--- src/rtl/mem_pkg.sv ---
// mem_pkg: shared definitions for the memory-port arbiter slice.
//   - width defaults for address, data and byte-mask buses
//   - arbiter FSM state type
//   - transaction owner type (IFU / LSU)
package mem_pkg;

  localparam int unsigned ADDR_W_DEF = 32;
  localparam int unsigned DATA_W_DEF = 32;
  localparam int unsigned MASK_W_DEF = DATA_W_DEF / 8;

  typedef enum logic [1:0] {
    ST_IDLE  = 2'd0,
    ST_ISSUE = 2'd1,
    ST_WAIT  = 2'd2,
    ST_RESP  = 2'd3
  } state_t;

  typedef enum logic {
    OWN_IFU = 1'b0,
    OWN_LSU = 1'b1
  } owner_t;

endpackage

--- src/rtl/rr_arb2.sv ---
// rr_arb2: two-input round-robin grant (IFU vs LSU).
//   clk, rst      : clock, synchronous active-high reset (pointer -> IFU)
//   req_ifu/lsu   : request inputs
//   en            : grants may only be issued while en is high
//   accept        : a grant was taken this cycle; move the pointer away
//                   from the side that was served
//   gnt_ifu/lsu   : one-hot (or zero) combinational grant
module rr_arb2
  import mem_pkg::*;
(
  input  logic clk,
  input  logic rst,
  input  logic req_ifu,
  input  logic req_lsu,
  input  logic en,
  input  logic accept,
  output logic gnt_ifu,
  output logic gnt_lsu
);

  owner_t ptr;

  always_comb begin
    gnt_ifu = en & req_ifu & (~req_lsu | (ptr == OWN_IFU));
    gnt_lsu = en & req_lsu & (~req_ifu | (ptr == OWN_LSU));
  end

  always_ff @(posedge clk) begin
    if (rst) begin
      ptr <= OWN_IFU;
    end else if (accept) begin
      ptr <= gnt_lsu ? OWN_IFU : OWN_LSU;
    end
  end

endmodule

--- src/rtl/mem_port_arbiter.sv ---
// mem_port_arbiter: shares one memory port between the IFU and the LSU.
//   clk, rst                 : clock, synchronous active-high reset
//   ifu_req_*/ifu_addr       : IFU read request, ready is the accept strobe
//   ifu_resp_valid/ifu_rdata : one-cycle response pulse + held fetch word
//   lsu_req_*/lsu_*          : LSU load/store request, ready is the accept strobe
//   lsu_resp_valid/lsu_rdata : one-cycle response pulse + held load word
//   mem_req_*/mem_*          : latched request to memory, valid/ready handshake
//   mem_resp_valid/mem_rdata : memory response (only observed while waiting)
//   busy                     : a transaction is in flight
//   owner_lsu                : owner of the current/last transaction
// One transaction at a time: IDLE -> ISSUE -> WAIT -> RESP -> IDLE.
module mem_port_arbiter
  import mem_pkg::*;
#(
  parameter int unsigned ADDR_W = ADDR_W_DEF,
  parameter int unsigned DATA_W = DATA_W_DEF,
  parameter int unsigned MASK_W = MASK_W_DEF
) (
  input  logic              clk,
  input  logic              rst,
  input  logic              ifu_req_valid,
  output logic              ifu_req_ready,
  input  logic [ADDR_W-1:0] ifu_addr,
  output logic              ifu_resp_valid,
  output logic [DATA_W-1:0] ifu_rdata,
  input  logic              lsu_req_valid,
  output logic              lsu_req_ready,
  input  logic [ADDR_W-1:0] lsu_addr,
  input  logic              lsu_wen,
  input  logic [DATA_W-1:0] lsu_wdata,
  input  logic [MASK_W-1:0] lsu_wmask,
  output logic              lsu_resp_valid,
  output logic [DATA_W-1:0] lsu_rdata,
  output logic              mem_req_valid,
  input  logic              mem_req_ready,
  output logic [ADDR_W-1:0] mem_addr,
  output logic              mem_wen,
  output logic [DATA_W-1:0] mem_wdata,
  output logic [MASK_W-1:0] mem_wmask,
  input  logic              mem_resp_valid,
  input  logic [DATA_W-1:0] mem_rdata,
  output logic              busy,
  output logic              owner_lsu
);

  state_t state, state_next;
  owner_t owner;
  logic   arb_en;

  // No grants while reset is held, so a requester never sees an accept
  // that the reset would immediately discard.
  assign arb_en = (state == ST_IDLE) & ~rst;

  rr_arb2 u_arb (
    .clk     (clk),
    .rst     (rst),
    .req_ifu (ifu_req_valid),
    .req_lsu (lsu_req_valid),
    .en      (arb_en),
    .accept  (ifu_req_ready | lsu_req_ready),
    .gnt_ifu (ifu_req_ready),
    .gnt_lsu (lsu_req_ready)
  );

  always_ff @(posedge clk) begin
    if (rst) begin
      state     <= ST_IDLE;
      owner     <= OWN_IFU;
      mem_addr  <= '0;
      mem_wen   <= 1'b0;
      mem_wdata <= '0;
      mem_wmask <= '0;
      ifu_rdata <= '0;
      lsu_rdata <= '0;
    end else begin
      state <= state_next;
      if (lsu_req_ready) begin
        owner     <= OWN_LSU;
        mem_addr  <= lsu_addr;
        mem_wen   <= lsu_wen;
        mem_wdata <= lsu_wdata;
        mem_wmask <= lsu_wmask;
      end else if (ifu_req_ready) begin
        owner     <= OWN_IFU;
        mem_addr  <= ifu_addr;
        mem_wen   <= 1'b0;
        mem_wdata <= '0;
        mem_wmask <= '0;
      end
      if ((state == ST_WAIT) && mem_resp_valid) begin
        if (owner == OWN_LSU) lsu_rdata <= mem_rdata;
        else                  ifu_rdata <= mem_rdata;
      end
    end
  end

  always_comb begin
    state_next     = state;
    mem_req_valid  = 1'b0;
    ifu_resp_valid = 1'b0;
    lsu_resp_valid = 1'b0;
    busy           = (state != ST_IDLE);
    owner_lsu      = (owner == OWN_LSU);
    case (state)
      ST_IDLE: begin
        if (ifu_req_ready | lsu_req_ready) state_next = ST_ISSUE;
      end
      ST_ISSUE: begin
        mem_req_valid = 1'b1;
        if (mem_req_ready) state_next = ST_WAIT;
      end
      ST_WAIT: begin
        if (mem_resp_valid) state_next = ST_RESP;
      end
      ST_RESP: begin
        ifu_resp_valid = (owner == OWN_IFU);
        lsu_resp_valid = (owner == OWN_LSU);
        state_next     = ST_IDLE;
      end
      default: state_next = ST_IDLE;
    endcase
  end

endmodule

--- config.mk ---
export PLATFORM = sky130hd
export DESIGN_NAME = mem_port_arbiter
export DESIGN_NICKNAME = d
export VERILOG_FILES = /design/src/rtl/mem_pkg.sv /design/src/rtl/rr_arb2.sv /design/src/rtl/mem_port_arbiter.sv
export SDC_FILE = /design/constraint.sdc
export NUM_CORES = 1
export LEC_CHECK = 0
export BUFFER_PORTS_ARGS = -buffer_cell sky130_fd_sc_hd__buf_4
export CORE_MARGIN = 1
export CORE_UTILIZATION = 32
export CTS_BUF_LIST = sky130_fd_sc_hd__clkbuf_4
export CTS_CLUSTER_SIZE = 16
export DETAILED_ROUTE_END_ITERATION = 10
export GPL_TIMING_DRIVEN = 1
export PLACE_DENSITY = 0.62
export SYNTH_ARGS = -nofsm -noshare
export SYNTH_HDL_FRONTEND = slang
export SYNTH_HIERARCHICAL = 1
export SYNTH_SLANG_ARGS = --single-unit
--- constraint.sdc ---
create_clock -name clk -period 3.3 [get_ports clk]
set_clock_uncertainty 0.1 [all_clocks]
set_input_delay 0.825 -clock clk [delete_from_list [all_inputs] [get_ports clk]]
set_output_delay 0.825 -clock clk [all_outputs]
set_load 0.01 [all_outputs]
==> impl_summary.md <==
Floorplanning
After floorplanning, the core was sized to cover 16600 um2. The die is 132 um wide. In this run the core area contains 47 standard-cell rows. The effective utilization at floorplan is 32.7%.

The area enclosed by the die boundary is 17500 um2. In this run the count of I/O pins placed on the die edge is 279. The die is 132 um tall.

Timing
Setup repair after global routing left no endpoint under its margin. The routed design could run at a clock period as short as 2.97 ns. The number of setup violations in the final report is 0.

The final count of hold timing violations is 0. The final setup TNS is 0 ns. The worst slew margin relative to its limit is 47.1%. Timing would allow up to 0.336 GHz. The part of the cycle the worst path needs is 90.1%. The count of final max-slew check failures came to 0. The slew at the pin with the worst max-slew slack is 0.793 ns.

Yosys
For this run, the number of Yosys warnings is 6. The area share of the largest cell type after synthesis is 50.6%. The post-synthesis area per instance is 8.78 um2. The cell count after synthesis came out at 617. The async set-reset flop share out of synthesis is 0%.

In the post-synthesis netlist, the cell with the most instances is sky130_fd_sc_hd__dfxtp_1. Counting flops and latches in the post-synthesis netlist gives 137. In the post-synthesis netlist, the biggest area contributors are sky130_fd_sc_hd__dfxtp_1, sky130_fd_sc_hd__a21oi_1, sky130_fd_sc_hd__nand2_1. The proportion of synthesized chip area in sequential cells is 50.6%. The number of enable flip-flop cells after synthesis is 0. The most used flip-flop cell after synthesis is sky130_fd_sc_hd__dfxtp_1. The number of distinct standard cells referenced by the synthesized netlist is 28. The synthesized netlist net count is 760.

The largest area contributor in the synthesized netlist is sky130_fd_sc_hd__dfxtp_1. The cell area after synthesis is 5420 um2. After synthesis, the most frequently instantiated cells are sky130_fd_sc_hd__dfxtp_1, sky130_fd_sc_hd__nand2_1, sky130_fd_sc_hd__a21oi_1.

Routing
The total vias in the final route is 5082. After detailed routing, the average wire length per cell comes to 14.1 um. Dividing the detail-routed via count by the number of cells gives 4.58. The initial DRC count is 202. The total DRC errors in the routed layout is 0. The routed design has 15700 um of wire. The first detailed-routing pass took 5 iterations. The detail route stage leaves a number of antenna-violating nets equal to 0.

Setup path
The endpoint type of the worst setup path is an output pin. The kind of cell with the highest combined delay along the critical path is simple AND/OR/NAND/NOR gates. The data arrival time of the critical path is 2.05 ns. The launching element type of the critical path is a flop. The end of the worst register-to-register path is mem_addr[5]$_SDFFE_PP0P_.

Walking the worst path, the cells encountered are inv_1 > ha_1 > inv_1 > nor2_1 > and3_4 > buf_4. The number of cells on the worst reg-to-reg path is 10. The cell count along the critical path is 6. The total buffers and inverters traversed by the critical path is 3. STA puts the critical path data required time at 2.37 ns. The top fanout value on the critical path is 14. The register-to-register setup slack is 0.92 ns. The most numerous cell type found on the critical path is sky130_fd_sc_hd__inv_1.

The standard cell with the maximum stage delay on the critical path is sky130_fd_sc_hd__and3_4. For this run, the slowest stage of the critical path takes 0.41 ns. In this run the critical register-to-register path is launched from state[0]$_SDFFE_PP0P_.

By startpoint and endpoint, the worst setup path is classified as reg2out.

Clock network
The number of cells upsized or downsized after cts is 0. The clock latency reported for the late side of the worst-skew pair is 0.54 ns. The cell sitting at the root of the clock tree is a sky130_fd_sc_hd__clkbuf_4. The number of clock sinks seen by CTS is 137. Counting the buffers created by CTS gives 17.

After clock tree synthesis, the clock-pin slew on the worst setup and hold paths is 0.12 ns. The hold buffer count at CTS is 0. The H-tree was split into 4 levels. The CTS tree is built. The clock passes through at most 2 buffers. The number of setup buffers added after CTS is 0.

Layout
The layout has 1658 filler cells. In the final layout, the share of cells above drive strength 1 is 37.6%. The layout net count is 1019.

Summing all multi-input logic gate instances after layout gives 2440 um2. Summing all flip-flop and latch instances after layout gives 2740 um2. Excluding fillers, the count of instances in the completed layout stands at 1110. Compared with the post-synthesis result, the final layout area differs by 48.5%.

GRT
The first-pass GRT wire length is 24700 um. The via count of the first global-routing pass is 4841. The initial antenna violation count is 1. The overall fraction of global-route tracks in use is 18.0%. The largest net degree at the start of global routing is 74. The total overflow left after global routing is 0.

Hold path
The worst hold path depth is 2. The worst hold path begins at ifu_rdata[11]$_SDFFE_PP0P_. The worst hold endpoint is ifu_rdata[11]$_SDFFE_PP0P_. In this run the worst hold path is classified as reg2reg.

Placement
The number of cells after detailed placement is 1077. The number of input and output port buffers inserted is 278. Once detailed placement completed, the half-perimeter wirelength came to 10800 um. The global placer's final weighted congestion is 0.795.

Pwr
Per report_power, the combinational group accounts for 26.0% of the total. The internal power component is 3090 uW. The peak supply drop is 0.216 mV.

Net switching is 30.2% of the power. The share of total power in the clock network is 31.3%. For this design the static power due to leakage is 0.00351 uW.

The analysis attributes to net switching a power of 1340 uW. The part of the power in registers is 42.7%. The power per unit of standard cell area is 551 nW/um2.

Job
Across the run, the number of max-cap violations was 0.

Run status
The flow ran to the end, and the final reports show no timing, DRC or antenna violations.
[placed cells by master, fill, tap and decap left out, types with 8 or more instances in the layout]
cell type | netlist | final
sky130_fd_sc_hd__nand2_1 | 129 | 129
sky130_fd_sc_hd__dfxtp_1 | 137 | 137
sky130_fd_sc_hd__mux2_2 | 8 | 8
sky130_fd_sc_hd__nor2_1 | 71 | 71
sky130_fd_sc_hd__nor3b_1 | 37 | 37
sky130_fd_sc_hd__buf_4 | 4 | 286
sky130_fd_sc_hd__clkbuf_4 | 0 | 17
sky130_fd_sc_hd__a21oi_1 | 103 | 102
sky130_fd_sc_hd__mux2_1 | 24 | 24
sky130_fd_sc_hd__mux2i_1 | 33 | 33
[flip-flops by register name (all words and copies together), names as in the netlist]
register / cells
mem_wen: 1
mem_wdata: 32
state: 2
owner_lsu: 1
mem_addr: 32
u_arb/ptr: 1
lsu_rdata: 32
ifu_rdata: 32
mem_wmask: 4
[worst register-to-register path, stage by stage (launching register included)]
cell                      delay (ns)
sky130_fd_sc_hd__dfxtp_1        0.37
sky130_fd_sc_hd__inv_1          0.09
sky130_fd_sc_hd__ha_1           0.14
sky130_fd_sc_hd__inv_1          0.08
sky130_fd_sc_hd__nor2_1         0.23
sky130_fd_sc_hd__nand2_1        0.13
sky130_fd_sc_hd__a21oi_4        0.17
sky130_fd_sc_hd__buf_12         0.32
sky130_fd_sc_hd__mux2_2         0.43
sky130_fd_sc_hd__mux2i_1        0.13
sky130_fd_sc_hd__nor2_1         0.05
[per-stage QoR]
stage	area (um2)	utilization (%)	hold slack (ns)	setup slack, ns	total power [uW]
finish	8050	48.5	0.361	0.326	4440
global route	8050	48.5	0.365	0.177	4690
CTS	8050	48.5	0.349	0.255	4500
global placement	7680	46.3	0.343	0.517	3090
detailed placement	7680	46.3	0.348	0.526	3100
floorplan	5420	-	0.381	0.518	2580
[how the worst max path moves through the flow]
stage	slack [ns]	end	from
floorplan	0.52	mem_addr[2]$_SDFFE_PP0P_	rst
global placement	0.52	u_arb/ptr$_SDFFE_PP0P_	rst
detailed placement	0.53	u_arb/ptr$_SDFFE_PP0P_	rst
CTS	0.26	lsu_req_ready	state[0]$_SDFFE_PP0P_
global route	0.18	lsu_req_ready	state[0]$_SDFFE_PP0P_
finish	0.33	lsu_req_ready	state[0]$_SDFFE_PP0P_
[cells by family after synthesis]
family / Yosys count / share of synthesized area, %
AOI/OAI and AO/OA: 108 / 10.6
muxes: 65 / 12.7
DFF: 137 / 50.6
and+or+nand+nor: 249 / 20.5
buffers and inverters: 54 / 4.67
adders and majority gates: 4 / 0.924
[metal layers]
| metal | track usage (%) | share of wire, % | vias to the layer above |
|---|---|---|---|
| met1 | 20.1 | 41 | 2303 |
| met4 | 6.78 | 1.6 | 0 |
| li1 | - | - | 2563 |
| met3 | 7.19 | 10 | 18 |
| met2 | 30.6 | 48 | 198 |
| met5 | 0 | 0 | - |
[area by class of cell]
type,count,share of cell area (%)
repair buffers,289,27.4
multi-input cells,426,30.3
clock inverters,15,2.92
clock buffers,17,1.59
diodes,1,0.0311
well taps,220,3.42
flip-flops and latches,137,34.1
inverters,5,0.233
[power by group through the flow]
stage / logic, uW / registers (uW) / clock network, uW
floorplan: 596 / 1990 / 0
global placement: 1160 / 1930 / 0
detailed placement: 1170 / 1930 / 0
CTS: 1170 / 1900 / 1430
global route: 1270 / 1920 / 1500
finish: 1150 / 1890 / 1390
No activity file was read; power rests on OpenSTA's default activity.
